--- config.mk ---
export PLATFORM = sky130hd
export DESIGN_NAME = led_fade_sequencer
export DESIGN_NICKNAME = d
export VERILOG_FILES = /design/src/rtl/led_fade_sequencer.sv
export SDC_FILE = /design/constraint.sdc
export NUM_CORES = 1
export LEC_CHECK = 0
export BUFFER_PORTS_ARGS = -buffer_cell sky130_fd_sc_hd__buf_4
export CAP_MARGIN = 25
export CORE_UTILIZATION = 56
export CTS_BUF_LIST = sky130_fd_sc_hd__clkbuf_16
export CTS_CLUSTER_SIZE = 28
export DETAILED_ROUTE_END_ITERATION = 10
export GPL_TIMING_DRIVEN = 0
export PLACE_DENSITY = 0.83
export SYNTH_ARGS = -nofsm -noshare
export SYNTH_HDL_FRONTEND = slang
export SYNTH_SLANG_ARGS = --single-unit
--- constraint.sdc ---
create_clock -name clk -period 3.78 [get_ports clk]
set_input_delay 0 -clock clk [delete_from_list [all_inputs] [get_ports clk]]
set_output_delay 0 -clock clk [all_outputs]
set_load 0.01 [all_outputs]
--- src/rtl/led_fade_sequencer.sv ---
// led_fade_sequencer: owns the 8-bit duty levels of CHANNELS PWM generators and
// fades each one toward a commanded target at a per-channel rate.
//
// How it works:
//   - A free-running prescaler raises a one-cycle tick every TICK_DIV cycles.
//   - On each tick, a single shared step engine scans the channels, one per cycle.
//   - Commands are accepted only while the engine is idle.
//
// Handshake: a command transfers on a rising clk edge when cmd_valid and
// cmd_ready are both high. cmd_ready depends only on the FSM state (and rst),
// never on cmd_valid. A producer may hold cmd_valid and its payload until the
// transfer edge.
//
// Optional build macro:
//   LED_FADE_GAMMA_EN -- level_out carries a registered (L*(L+1))>>8 gamma
//   curve instead of the linear level. This adds one cycle of latency.
module led_fade_sequencer #(
    parameter int CHANNELS = 4,
    parameter int TICK_DIV = 25000,
    localparam int CHW     = (CHANNELS > 1) ? $clog2(CHANNELS) : 1
) (
    input  logic                  clk,
    input  logic                  rst,
    input  logic                  cmd_valid,
    output logic                  cmd_ready,
    input  logic [CHW-1:0]        cmd_chan,
    input  logic [7:0]            cmd_target,
    input  logic [7:0]            cmd_rate,
    output logic [CHANNELS*8-1:0] level_out,
    output logic [CHANNELS-1:0]   busy,
    output logic [CHANNELS-1:0]   done,
    output logic                  state_dbg
);

    localparam int PW = (TICK_DIV > 1) ? $clog2(TICK_DIV) : 1;

    typedef enum logic {
        IDLE = 1'b0,
        SCAN = 1'b1
    } state_t;

    state_t        state;
    state_t        state_nxt;
    logic [CHW-1:0] idx;
    logic          idx_last;
    logic [PW-1:0] presc;
    logic          tick;
    logic          accept;

    logic [7:0] level   [CHANNELS];
    logic [7:0] target  [CHANNELS];
    logic [7:0] rate    [CHANNELS];
    logic [7:0] ratecnt [CHANNELS];

    logic [CHANNELS-1:0] chan_hit;
    logic [CHANNELS-1:0] scan_hit;
    logic [CHANNELS-1:0] busy_nxt;
    logic [CHANNELS-1:0] busy_q;

    assign tick     = (presc == PW'(TICK_DIV - 1));
    assign idx_last = (idx == CHW'(CHANNELS - 1));
    assign accept   = cmd_valid & cmd_ready;

    // Prescaler: free-running, keeps counting while the scan is in progress.
    always_ff @(posedge clk or posedge rst) begin
        if (rst) begin
            presc <= '0;
        end else if (tick) begin
            presc <= '0;
        end else begin
            presc <= presc + 1'b1;
        end
    end

    // FSM state register.
    always_ff @(posedge clk or posedge rst) begin
        if (rst) begin
            state <= IDLE;
        end else begin
            state <= state_nxt;
        end
    end

    // FSM next state: a tick starts a scan, and the last channel ends it.
    always_comb begin
        state_nxt = state;
        case (state)
            IDLE:    if (tick) state_nxt = SCAN;
            SCAN:    if (idx_last) state_nxt = IDLE;
            default: state_nxt = IDLE;
        endcase
    end

    // FSM outputs.
    // Commands are only taken while idle. This keeps them off the scan datapath.
    always_comb begin
        cmd_ready = (state == IDLE) && !rst;
        state_dbg = (state == SCAN);
    end

    // Scan index: walks 0..CHANNELS-1 during SCAN and rests at 0 otherwise.
    always_ff @(posedge clk or posedge rst) begin
        if (rst) begin
            idx <= '0;
        end else if (state == SCAN && !idx_last) begin
            idx <= idx + 1'b1;
        end else begin
            idx <= '0;
        end
    end

    // Per-channel decode.
    // Channel numbers >= CHANNELS match no channel, so they are dropped.
    // An accepted command sets busy from the new target; this lets a rate-0
    // jump still show busy for one cycle and produce a done pulse.
    always_comb begin
        chan_hit = '0;
        scan_hit = '0;
        busy_nxt = '0;
        for (int c = 0; c < CHANNELS; c++) begin
            chan_hit[c] = accept && (int'(cmd_chan) == c);
            scan_hit[c] = (state == SCAN) && (int'(idx) == c);
            busy_nxt[c] = chan_hit[c] ? (cmd_target != level[c])
                                      : (level[c] != target[c]);
        end
    end

    // Channel registers.
    // A command reloads the target, rate and rate counter.
    // The scan then steps the level one LSB toward the target.
    always_ff @(posedge clk or posedge rst) begin
        if (rst) begin
            for (int c = 0; c < CHANNELS; c++) begin
                level[c]   <= '0;
                target[c]  <= '0;
                rate[c]    <= '0;
                ratecnt[c] <= '0;
            end
        end else begin
            for (int c = 0; c < CHANNELS; c++) begin
                if (chan_hit[c]) begin
                    target[c]  <= cmd_target;
                    rate[c]    <= cmd_rate;
                    ratecnt[c] <= cmd_rate - 8'd1;
                    if (cmd_rate == 8'd0) begin
                        level[c] <= cmd_target;
                    end
                end else if (scan_hit[c] && (level[c] != target[c])) begin
                    if (ratecnt[c] == 8'd0) begin
                        level[c]   <= (level[c] < target[c]) ? level[c] + 8'd1
                                                             : level[c] - 8'd1;
                        ratecnt[c] <= rate[c] - 8'd1;
                    end else begin
                        ratecnt[c] <= ratecnt[c] - 8'd1;
                    end
                end
            end
        end
    end

    // Busy and its one-cycle-delayed copy.
    // done is the falling edge of busy.
    always_ff @(posedge clk or posedge rst) begin
        if (rst) begin
            busy   <= '0;
            busy_q <= '0;
        end else begin
            busy   <= busy_nxt;
            busy_q <= busy;
        end
    end

    assign done = busy_q & ~busy;

`ifdef LED_FADE_GAMMA_EN
    function automatic logic [7:0] gamma8(input logic [7:0] l);
        logic [15:0] p;
        p = 16'(l) * (16'(l) + 16'd1);
        return p[15:8];
    endfunction

    // Gamma output stage: registered square-law curve, one cycle behind level.
    always_ff @(posedge clk or posedge rst) begin
        if (rst) begin
            level_out <= '0;
        end else begin
            for (int c = 0; c < CHANNELS; c++) begin
                level_out[c*8 +: 8] <= gamma8(level[c]);
            end
        end
    end
`else
    // Linear output: level registers drive the PWM generators directly.
    always_comb begin
        level_out = '0;
        for (int c = 0; c < CHANNELS; c++) begin
            level_out[c*8 +: 8] = level[c];
        end
    end
`endif

endmodule

-- Word-level counts from Yosys, hierarchy flattened
Index checks and enable logic that the tools add are counted.
- word-level logic and storage cells: 141
- input bits: 21
- output and inout port bits: 42
- flip-flop bits (word level): 154
- add/sub/neg operators: 19
- reductions and logical operators: 35
- muxes and demuxes: 38
- bitwise operators: 4
- eq/ne operators: 20
- $lt $le $gt $ge: 4
- operator list (cell ; number):
    2-to-1 mux 8 bit ; 29
    subtractor 8 x 1 -> 8 bit (second input constant) ; 13
    != test 8 bit ; 8
    logical NOT 8 bit ; 5
    adder 8 x 1 -> 8 bit (second input constant) ; 4
    less-than comparator 8 bit ; 4
    nonzero test 2 bit ; 8
    adder 15 x 1 -> 15 bit (second input constant) ; 1
    equality test 15 bit (second input constant) ; 1
    2-to-1 mux 15 bit ; 1
    logical AND 1 bit ; 14
    AND reduction 3 bit ; 4
    equality test 2 bit (second input constant) ; 5
    != test 2 x 1 -> 1 bit (second input constant) ; 4
    2-to-1 mux 1 bit ; 6
    AND 4 bit ; 1
    equality test 2 x 1 -> 1 bit (second input constant) ; 2
    logical NOT 2 bit ; 2
    NOT 4 bit ; 1
    adder 2 x 1 -> 2 bit (second input constant) ; 1
    logical NOT 1 bit ; 2
    2-to-1 mux 2 bit ; 1
    one-hot mux 1 bit (2 select lines) ; 1
    AND 1 bit ; 1
    NOT 1 bit ; 1

-- Logic depth before layout (Yosys ltp)
Gate-level depths: netlist of run 1.
- depth after elaboration: 6
- gate-level depth with buffers: 13
- depth with buffers taken out: 13

-- Worst setup path after synthesis of run 1
OpenSTA, ideal clock, no wires.
- path type: register to register
- start: register level (netlist bit level_out[31])
- end: register level (netlist bit level_out[31])
- setup slack: 0.813 ns
- cell stages (with the launch flop): 11
- data required time: 3.692 ns
- period minus slack after synthesis: 2.967 ns
- arrival time: 2.878 ns
- buffers on the path: 0
- library setup time: 0.088 ns
- cell sequence: dfrtp_1 -> ha_1 -> nand4_1 -> o21bai_1 -> ha_1 -> a21oi_1 -> o211ai_1 -> nor4_1 -> nor3_1 -> or3_1 -> a41oi_1
- longest elaborated chain between the ends: 5
- elaborated cells between the ends (all ways): 11
- those cells by class: add/sub: 2; order compare: 1; eq/ne: 1; mux: 4; reduce/logical: 3
- ends and longest elaborated chain (what ; line ; text):
    start: declaration ; 50 ; logic [7:0] level [CHANNELS];
    start signal: indexed assignment ; 146 ; level[c] <= cmd_target;
    start signal: indexed assignment ; 150 ; level[c] <= (level[c] < target[c]) ? level[c] + 8'd1
    subtractor 8 x 1 -> 8 bit (tied with other cells) ; 151 ; : level[c] - 8'd1;
    2-to-1 mux 8 bit ; 150 ;
    2-to-1 mux 8 bit ; 149 ; if (ratecnt[c] == 8'd0) begin
    2-to-1 mux 8 bit ; 148 ; end else if (scan_hit[c] && (level[c] != target[c])) begin
    2-to-1 mux 8 bit ; 141 ; if (chan_hit[c]) begin
Parallel ways exist; a longest one is shown, timed or not. The select of a mux whose other input is x is not followed.
A chain may end at the register's enable or synchronous reset.

-- Worst setup path in the final report of run 1
- start: register level (netlist bit level_out[0])
- end: register level (netlist bit level_out[7])
The elaborated chain is that of the path after synthesis.

==> key figures, run 1 <==
Run status
  – Outcome: finished clean

Route
  – DRC: 0
  – Vias: approximately 9000
  – 1st-iter DRT viols: about 840
  – Drt first pass iters: 6
  – Final WL: between 20000 and 30000 um
  – WL per Instance: 18.2 um
  – Remaining antenna violation count: 0
  – Drt via density: 6.22

Critical path
  – Delay-heaviest family, CP: compound AO/OA/AOI/OAI gates
  – Crit end category: register
  – CP peak stage delay: 0.59 ns
  – Worst path cell trace: inv_1 -> ha_1 -> nand2b_1 -> a21oi_1 -> nor2_1 -> o21bai_1 -> ha_1 -> a21oi_1 -> o211ai_1 -> nor4_1 -> nor3_1 -> or3_1 -> a41oi_1
  – Buf+Inv Stages, Crit Path: 1
  – Worst Setup Start Kind: register
  – Arrival time worst endpoint: approximately 3.9 ns
  – Worst Path Max Fanout: 8
  – Critical Path Slowest Stage Cell: o21bai_1
  – Data required, critical path: 4.13 ns
  – Crit Path Class: reg2reg
  – CP Depth: 13
  – Cell count of the worst reg-to-reg path: 13

Floorplanning
  – Initial Util: between 50 and 60%
  – # IOs: 63
  – Die span in y: 134 um
  – Die width: 134 um
  – Die area: 0.0179 mm^2
  – Row cnt: 47
  – Core ar.: 0.0168 mm^2

GRT
  – First-pass GRT wire length: 42900 um
  – Total grt overflow: 0
  – Vias in the first global route: 8548
  – Number of antenna violations at the first check in global routing: 0
  – GRT Util Overall: 30.6%
  – Largest net degree at the start of global routing: 44

Power and ir drop
  – Peak VDD IR: 387 uV
  – Pwr dens: 454 mW/mm^2
  – Leakage: 5.10 nW
  – Total power: between 5 and 6 mW

Synthesis
  – Area contributors post-synth: dfrtp_1 40%, ha_1 9.0%, nand2_1 7.9%
  – Netlist Area Pre-Place: 0.00975 mm^2
  – Top cells by count, synth: 205 x nand2_1, 154 x dfrtp_1, 85 x nor2_1
  – Post-Syn Nets: 1221
  – Yosys cell types: 71
  – Yosys Warn Count: 0
  – Synth Flop Type: dfrtp_1
  – Seq/Total Area, Yosys: 39.5%
  – Ys async rst share: between 90% and 100%
  – Synth Instances: 1126
  – Top-count cell post-synth: nand2_1
  – Post-synth top area cell: dfrtp_1
  – FF+latch count, synth: 154
  – Syn avg cell area: just under 9 um^2
  – Post-synth EDFFs: 0
  – Synth top area share: 39.5%

Placement
  – Final HPWL DP: 18300 um
  – GPL Wtd Cong: 0.959
  – Placed insts: 1401
  – IO buf count: 52

Clock network
  – Post CTS Setup Buffer Count: 0
  – Deepest level of the CTS H-tree: 4
  – CTS tree: built
  – Root Buffer: clkbuf_16
  – Clock Path Buffers: 2
  – Worst skew pair latency: 0.43 ns
  – Total CTS buffers: 17
  – Worst-path clk slew: 0.06 ns
  – Num Clock Sinks: 154

Timing
  – Slew @ Worst Pin: 0.916 ns
  – Final min period: 3.56 ns
  – Period utilization: between 90% and 100%
  – Pins over their slew limit: 0
  – Setup TNS: 0 ns
  – Fin. Hold Viols: 0
  – Relative slew slack: 38.8%
  – F_max: 0.281 GHz
  – Setup Viol. Count Final: 0
  – Post-route clock skew: 0.00688 ns
  – RSZ-0062 raised after global routing: no

Layout
  – N_diodes: 0
  – Area grow syn2layout: 14.4%
  – Fin cells: 1440
  – Share of cells above drive strength 1: 10.6%
  – Final Net Count: 1302

Flow run
  – Max Cap Viol: 0

Worst hold path
  – Hold path depth: 3
  – Worst Hold Class: in2reg
placed cells by master (no fill, tap or decap), types with 6 or more instances in the layout:
cell type / count
a21o_1: 6
a21oi_1: 71
a221oi_1: 6
a31oi_1: 30
and2_1: 6
and3_1: 8
buf_2: 12
buf_4: 56
clkbuf_1: 29
clkbuf_16: 17
dfrtp_1: 154
dlygate4sd3_1: 7
ha_1: 70
inv_1: 53
nand2_1: 205
nand2b_1: 11
nand3_1: 28
nand4_1: 18
nor2_1: 85
nor2b_1: 6
nor3_1: 30
nor4_1: 14
o211ai_1: 11
o21ai_0: 76
o221ai_1: 10
or3_1: 18
or4_1: 7
xnor2_1: 37
xor2_1: 33
kinds of logic after synthesis:
group	synth area share [%]
simple gates	22.0
compound gates	17.1
flops	39.5
buf+inv	4.31
fa+ha+maj	9.81
xor+xnor	6.29
mux	0.975
worst reg2reg max path, delay by kind of cell, from the launching register on:
kind | cells | cell delay (ns)
adders and majority gates | 2 | 0.59
buffers and inverters | 1 | 0.11
AOI/OAI and AO/OA | 5 | 1.40
DFF | 1 | 0.51
and+or+nand+nor | 5 | 0.87
timing repair:
item,in CTS,in global routing
endpoints found under the hold margin,62,0
setup endpoints to repair,0,2
hold buffers,7,0
resized for setup,0,2
final timing paths:
| check | start | to | slack [ns] |
|---|---|---|---|
| min in group asynchronous | rst | level_out[29]$_DFFE_PP0P_ | 0.34 |
| max reg2reg | level_out[0]$_DFFE_PP0P_ | level_out[7]$_DFFE_PP0P_ | 0.22 |
| max | level_out[0]$_DFFE_PP0P_ | level_out[7]$_DFFE_PP0P_ | 0.22 |
| max in group asynchronous | rst | target[17]$_DFFE_PP0P_ | 2.47 |
| min | cmd_rate[1] | rate[17]$_DFFE_PP0P_ | 0.03 |
| min reg2reg | busy[1]$_DFF_PP0_ | busy_q[1]$_DFF_PP0_ | 0.40 |
flip-flops by register name (all words and copies together), names as in the netlist:
name,flops
presc,15
level_out,32
busy,4
ratecnt,32
state_dbg,1
rate,32
idx,2
busy_q,4
target,32
report_power, final:
part / switching (mW) / internal (mW)
Sequential: 0.197 / 1.87
Clock: 0.717 / 1.04
Combinational: 0.734 / 0.512
layout make-up:
class | instances | area (um^2)
clock buffer | 17 | 425
timing repair buffer | 62 | 520
sequential | 154 | 3850
clock inverter | 15 | 174
inverter | 53 | 203
tap | 220 | 275
buffer | 49 | 221
fill | 1344 | 5610
multi-input combinational | 870 | 5480
per-layer routing:
metal  vias to the layer above  share of wire (%)  GRT usage [%]
li1                       4158                  -              -
met1                      4326                 42           38.7
met2                       382                 48           49.8
met3                        85                6.2           5.71
met4                         0                4.1           16.2
met5                         -                  0              0
through the flow:
step | hold WS [ns] | util [%] | cell area, um^2 | setup slack (ns)
floorplan | 0.0717 | - | 9750 | 0.813
global placement | 0.281 | 62.2 | 10400 | 0.430
detailed placement | 0.258 | 62.5 | 10500 | 0.299
CTS | 0.0271 | 66.5 | 11100 | 0.267
global route | 0.0542 | 66.6 | 11200 | 0.00611
finish | 0.0347 | 66.6 | 11200 | 0.221
No activity file was read; power rests on OpenSTA's default activity.
==> run 2: changes to the inputs <==
--- a/config.mk
+++ b/config.mk
@@ -7,6 +7,7 @@
 export LEC_CHECK = 0
 export BUFFER_PORTS_ARGS = -buffer_cell sky130_fd_sc_hd__buf_4
 export CAP_MARGIN = 25
+export CORE_ASPECT_RATIO = 1.5
 export CORE_UTILIZATION = 56
 export CTS_BUF_LIST = sky130_fd_sc_hd__clkbuf_16
 export CTS_CLUSTER_SIZE = 28
==> key figures, run 2 (synthesis gave the netlist of run 1 again) <==
Worst hold path
  – Hold path depth: 3 (unchanged)
  – Hold-critical path endpoint: rate[25]$_DFFE_PP0P_
  – Min-delay src: cmd_rate[1]
  – Worst Hold Class: in2reg

Layout
  – Final Net Count: 1303 (+0.077%)
  – N_diodes: 0 (unchanged)
  – Area grow syn2layout: 14.8%
  – Cell area after layout: 0.0112 mm^2 (+0.34%)
  – Commonest non-fill, non-tap cell in the layout: nand2_1
  – Share of cells above drive strength 1: 10.7% (+0.16 points)
  – Final Util: 66.2% (-0.36 points)
  – Commonest cells after routing, fill and taps aside: 205 x nand2_1, 154 x dfrtp_1, 85 x nor2_1

GRT
  – Number of antenna violations at the first check in global routing: 0 (unchanged)
  – First-pass GRT wire length: 43300 um (+0.87%)
  – Largest net degree at the start of global routing: 43 (-2.3%)
  – GRT Util Overall: 31.7% (+1.1 points)
  – Total grt overflow: 0 (unchanged)
  – Vias in the first global route: 8760 (+2.5%)

Floorplanning
  – # IOs: 63 (unchanged)
  – Row cnt: 58 (+23%)
  – Die span in y: 164 um (+22%)
  – Die width: 110 um (-18%)
  – Core ar.: 0.0169 mm^2 (+0.89%)
  – Die area: 0.0179 mm^2 (about the same)
  – Initial Util: 57.7% (-0.51 points)

Critical path
  – Crit end category: register
  – Data required, critical path: 4.13 ns (about the same)
  – Crit Path Class: reg2reg
  – Buf+Inv Stages, Crit Path: 0 (-1)
  – Worst path cell trace: ha_1 -> nand4_1 -> o21bai_2 -> ha_1 -> a21oi_1 -> o211ai_1 -> nor4_1 -> nor3_1 -> or3_1 -> a41oi_1
  – R2r startpoint: level_out[7]$_DFFE_PP0P_
  – CP peak stage delay: 0.50 ns (-0.09 ns)
  – Critical Path Slowest Stage Cell: o21bai_2
  – Worst Setup Start Kind: register
  – Delay-heaviest family, CP: compound AO/OA/AOI/OAI gates
  – Crit-path most repeated cell: ha_1
  – Reg2reg setup slack: 0.43 ns (+0.21 ns)
  – Arrival time worst endpoint: 3.70 ns (-0.21 ns)
  – CP startpoint: level_out[7]$_DFFE_PP0P_
  – Cell count of the worst reg-to-reg path: 10 (-3)
  – Reg2reg end: level_out[7]$_DFFE_PP0P_
  – Worst Path Max Fanout: 8 (unchanged)

Timing
  – F_max: 0.299 GHz (+6.3%)
  – Period utilization: 88.5% (-5.6 points)
  – Final min period: 3.35 ns (-0.212 ns)
  – Setup Viol. Count Final: 0 (unchanged)
  – Setup TNS: 0 ns (unchanged)
  – RSZ-0062 raised after global routing: no
  – Relative slew slack: 42.7% (+3.9 points)
  – Pins over their slew limit: 0 (unchanged)
  – Slew @ Worst Pin: 0.860 ns (-0.0561 ns)
  – Fin. Hold Viols: 0 (unchanged)
  – Post-route clock skew: 0.00757 ns (+0.000681 ns)
  – Hold WS: 0.0419 ns (+0.00725 ns)

Placement
  – IO buf count: 52 (unchanged)
  – GPL Wtd Cong: 0.958 (-0.13%)
  – Post-Place Cell Area: 0.0105 mm^2 (about the same)
  – Final HPWL DP: 19100 um (+4.2%)

Power and ir drop
  – Total power: 5.14 mW (+1.6%)
  – Peak VDD IR: 250 uV (-35%)
  – Leakage: 5.13 nW (+0.65%)
  – Pwr dens: 459 mW/mm^2 (+1.2%)

Clock network
  – Deepest level of the CTS H-tree: 4 (unchanged)
  – Root Buffer: clkbuf_16
  – Clock Path Buffers: 2 (unchanged)
  – Worst-path clk slew: 0.06 ns (about the same)
  – Num Clock Sinks: 154 (unchanged)
  – Worst skew pair latency: 0.44 ns (about the same)
  – CTS tree: built
  – Total CTS buffers: 17 (unchanged)

Route
  – Drt via density: 6.25 (+0.52%)
  – DRC: 0 (unchanged)
  – Drt first pass iters: 5 (-1)
  – WL per Instance: 18.8 um (+3.2%)
  – Remaining antenna violation count: 0 (unchanged)
  – Final WL: 26900 um (+2.6%)
  – 1st-iter DRT viols: 742 (-12%)
  – Vias: 8941 (-0.11%)

Flow run
  – Max Cap Viol: 0 (unchanged)

Run status
  – Outcome: finished clean
[run 2: how the worst max path moves through the flow]
stage                                     end  slack, ns  cells past startpoint
floorplan           level_out[31]$_DFFE_PP0P_       0.81                     10
global placement     level_out[7]$_DFFE_PP0P_       0.39                     10
detailed placement   level_out[7]$_DFFE_PP0P_       0.26                     10
CTS                  level_out[7]$_DFFE_PP0P_       0.22                     10
global route         level_out[7]$_DFFE_PP0P_       0.16                     13
finish               level_out[7]$_DFFE_PP0P_       0.43                     10
[run 2: area by class of cell]
type	instances	area [um^2]
fillers	1371	5720
multi-input cells	870	5490
flip-flops and latches	154	3850
repair buffers	63	541
clock buffers	17	425
well taps	210	263
plain buffers	49	221
inverters	53	203
clock inverters	15	200
[run 2: tightest hold or removal path, cell delays in order]
cell and delay [ns]:
buf_4 0.10, inv_1 0.15, o21ai_0 0.19
[run 2: through the flow]
stage,std cells,setup slack [ns]
finish,1431,0.433
global placement,1388,0.389
detailed placement,1392,0.265
CTS,1431,0.219
global route,1431,0.165
floorplan,1126,0.813
[run 2: repair_timing]
action,4_1_cts,5_1_grt
hold endpoints to repair,68,0
hold buffers,7,0
endpoints found under the setup margin,0,3
setup buffers,0,0
gates resized for setup,0,3
[run 2: power breakdown]
| part | switching [mW] | total, mW | internal, mW |
|---|---|---|---|
| logic | 0.741 | 1.26 | 0.514 |
| clock network | 0.714 | 1.82 | 1.11 |
| registers | 0.200 | 2.07 | 1.87 |
| total | 1.66 | 5.14 | 3.49 |
[run 2: per-layer routing]
metal	up-vias	GRT usage, %	share of wire [%]
met3	137	5.07	4.8
met4	0	21.6	6.3
met5	-	0	0
li1	4165	-	-
met2	366	54.7	51
met1	4273	35.2	37
==> run 3: changes to the inputs <==
--- a/config.mk
+++ b/config.mk
@@ -7,13 +7,15 @@
 export LEC_CHECK = 0
 export BUFFER_PORTS_ARGS = -buffer_cell sky130_fd_sc_hd__buf_4
 export CAP_MARGIN = 25
+export CELL_PAD_IN_SITES_DETAIL_PLACEMENT = 0
+export CELL_PAD_IN_SITES_GLOBAL_PLACEMENT = 1
 export CORE_ASPECT_RATIO = 1.5
-export CORE_UTILIZATION = 56
+export CORE_UTILIZATION = 43
 export CTS_BUF_LIST = sky130_fd_sc_hd__clkbuf_16
 export CTS_CLUSTER_SIZE = 28
 export DETAILED_ROUTE_END_ITERATION = 10
 export GPL_TIMING_DRIVEN = 0
-export PLACE_DENSITY = 0.83
+export PLACE_DENSITY = 0.84
 export SYNTH_ARGS = -nofsm -noshare
 export SYNTH_HDL_FRONTEND = slang
 export SYNTH_SLANG_ARGS = --single-unit
==> key figures, run 3 (synthesis gave the netlist of run 1 again) <==
Floorplanning
  – Row cnt: 67 (+16%)
  – Die span in y: 186 um (+14%)
  – Die area: 0.0233 mm^2 (+30%)
  – Core ar.: 0.0223 mm^2 (+32%)
  – Die width: 125 um (+14%)
  – # IOs: 63 (unchanged)
  – Initial Util: 43.7% (-14 points)

Route
  – Drt first pass iters: 8 (+3)
  – DRC: 6 (+6)
  – 1st-iter DRT viols: 516 (-30%)
  – Drt via density: 5.74 (-8.1%)
  – Vias: 8593 (-3.9%)
  – Final WL: 27600 um (+2.9%)
  – Remaining antenna violation count: 0 (unchanged)
  – WL per Instance: 18.5 um (-1.6%)

Layout
  – Fin cells: 1496 (+4.5%)
  – Commonest non-fill, non-tap cell in the layout: nand2_1
  – Filler Cells Inserted: 2176 (+59%)
  – Cell area after layout: 0.0112 mm^2 (about the same)
  – Final Net Count: 1302 (-0.077%)
  – Area grow syn2layout: 14.8% (about the same)
  – Commonest cells after routing, fill and taps aside: 205 x nand2_1, 154 x dfrtp_1, 85 x nor2_1
  – Area of the multi-input gates: 0.00548 mm^2 (about the same)
  – Share of cells above drive strength 1: 10.7% (-0.073 points)
  – N_diodes: 0 (unchanged)
  – Storage cell area: 0.00385 mm^2 (unchanged)

Timing
  – F_max: 0.288 GHz (-3.4%)
  – Setup Viol. Count Final: 0 (unchanged)
  – Period utilization: 91.7% (+3.2 points)
  – Hold WS: 0.0313 ns (-0.0106 ns)
  – RSZ-0062 raised after global routing: no
  – Fin. Hold Viols: 0 (unchanged)
  – Final min period: 3.47 ns (+0.120 ns)
  – Pins over their slew limit: 0 (unchanged)
  – Slew @ Worst Pin: 0.983 ns (+0.123 ns)
  – Setup TNS: 0 ns (unchanged)
  – Post-route clock skew: 0.0121 ns (+0.00452 ns)
  – Relative slew slack: 34.4% (-8.2 points)

Critical path
  – Arrival time worst endpoint: 3.81 ns (+0.11 ns)
  – Data required, critical path: 4.13 ns (about the same)
  – Crit end category: register
  – Worst Setup Start Kind: register
  – Crit Path Class: reg2reg
  – Worst Path Max Fanout: 8 (unchanged)

Clock network
  – Clock Path Buffers: 2 (unchanged)
  – Root Buffer: clkbuf_16
  – Deepest level of the CTS H-tree: 4 (unchanged)
  – Num Clock Sinks: 154 (unchanged)
  – Worst skew pair latency: 0.44 ns (about the same)
  – Worst-path clk slew: 0.06 ns (about the same)
  – CTS tree: built
  – Post CTS Setup Buffer Count: 0 (unchanged)
  – Total CTS buffers: 17 (unchanged)

GRT
  – First-pass GRT wire length: 45100 um (+4.1%)
  – Largest net degree at the start of global routing: 38 (-12%)
  – Number of antenna violations at the first check in global routing: 0 (unchanged)
  – Total grt overflow: 0 (unchanged)
  – GRT Util Overall: 24.8% (-6.9 points)
  – Vias in the first global route: 8522 (-2.7%)

Run status
  – Violated checks: DRC
  – Outcome: finished with violations

Placement
  – Final HPWL DP: 20300 um (+6.2%)
  – Placed insts: 1458 (+4.7%)
  – Post-Place Cell Area: 0.0106 mm^2 (+0.79%)
  – IO buf count: 52 (unchanged)
  – GPL Wtd Cong: 0.932 (-2.7%)

Power and ir drop
  – Peak VDD IR: 345 uV (+38%)
  – Pwr dens: 440 mW/mm^2 (-4.2%)
  – Leakage: 5.08 nW (-1.0%)

Flow run
  – Max Cap Viol: 0 (unchanged)

Worst hold path
  – Worst Hold Class: in2reg
run 3: changes by cell type in the layout (fill, tap and decap cells not counted), sizes merged:
cell         change
inv              -1
bufinv           -3
clkinvlp         +3
dlygate4sd3      -1
clkinv           +1
run 3: path summary, 6_finish.rpt:
path	endpoint	start	slack, ns	depth (start not counted)
setup / recovery	level_out[31]$_DFFE_PP0P_	level_out[31]$_DFFE_PP0P_	0.31	10
hold / removal	rate[1]$_DFFE_PP0P_	cmd_rate[1]	0.03	3
setup reg to reg	level_out[31]$_DFFE_PP0P_	level_out[31]$_DFFE_PP0P_	0.31	10
hold reg to reg	busy_q[3]$_DFF_PP0_	busy[3]$_DFF_PP0_	0.40	0
max in group asynchronous	presc[7]$_DFF_PP0_	rst	2.30	6
min in group asynchronous	rate[3]$_DFFE_PP0P_	rst	0.34	3
run 3: critical path, cell delays in order (launching register included):
cell      delay, ns
dfrtp_1        0.48
ha_1           0.36
nand4_1        0.33
o21bai_1       0.70
ha_1           0.36
a21oi_1        0.18
o211ai_1       0.16
nor4_1         0.18
nor3_1         0.10
or3_1          0.32
a41oi_1        0.21
run 3: cell type report:
cell class                 count  area share (%)
sequential                   154            34.4
inverter                      53            1.81
clock buffer                  17            3.80
clock inverter                15            1.13
multi-input combinational    870            49.0
tap                          276            3.09
buffer                        49            1.98
timing repair buffer          62            4.74
run 3: power breakdown:
part,switching [mW],internal (mW),leakage (nW)
logic,0.720,0.510,2.94
clock network,0.729,0.902,0.260
registers,0.197,1.86,1.87
total,1.64,3.28,5.08
run 3: routing by layer:
metal	vias to the layer above	part of all wire (%)	wire [um]	global-route usage [%]
met2	186	53	14600	45.3
met4	0	3.8	1040	11.2
met3	60	3.4	931	3.78
met1	4195	40	11100	28.4
met5	-	0	0	0
li1	4152	-	-	-
run 3: through the flow:
step           total power [mW]  setup slack [ns]  utilization (%)
2_1_floorplan              2.97             0.813                -
3_3_place_gp               3.27             0.346             47.0
3_5_place_dp               3.31             0.290             47.4
4_1_cts                    4.95             0.261             50.1
5_1_grt                    5.22            0.0166             50.2
6_report                   4.92             0.313             50.2
run 3: timing repair:
action                                 4_1_cts  5_1_grt
setup endpoints to repair                    0        2
endpoints found under the hold margin       56        0
hold buffers                                 6        0
resized for setup                            0        2
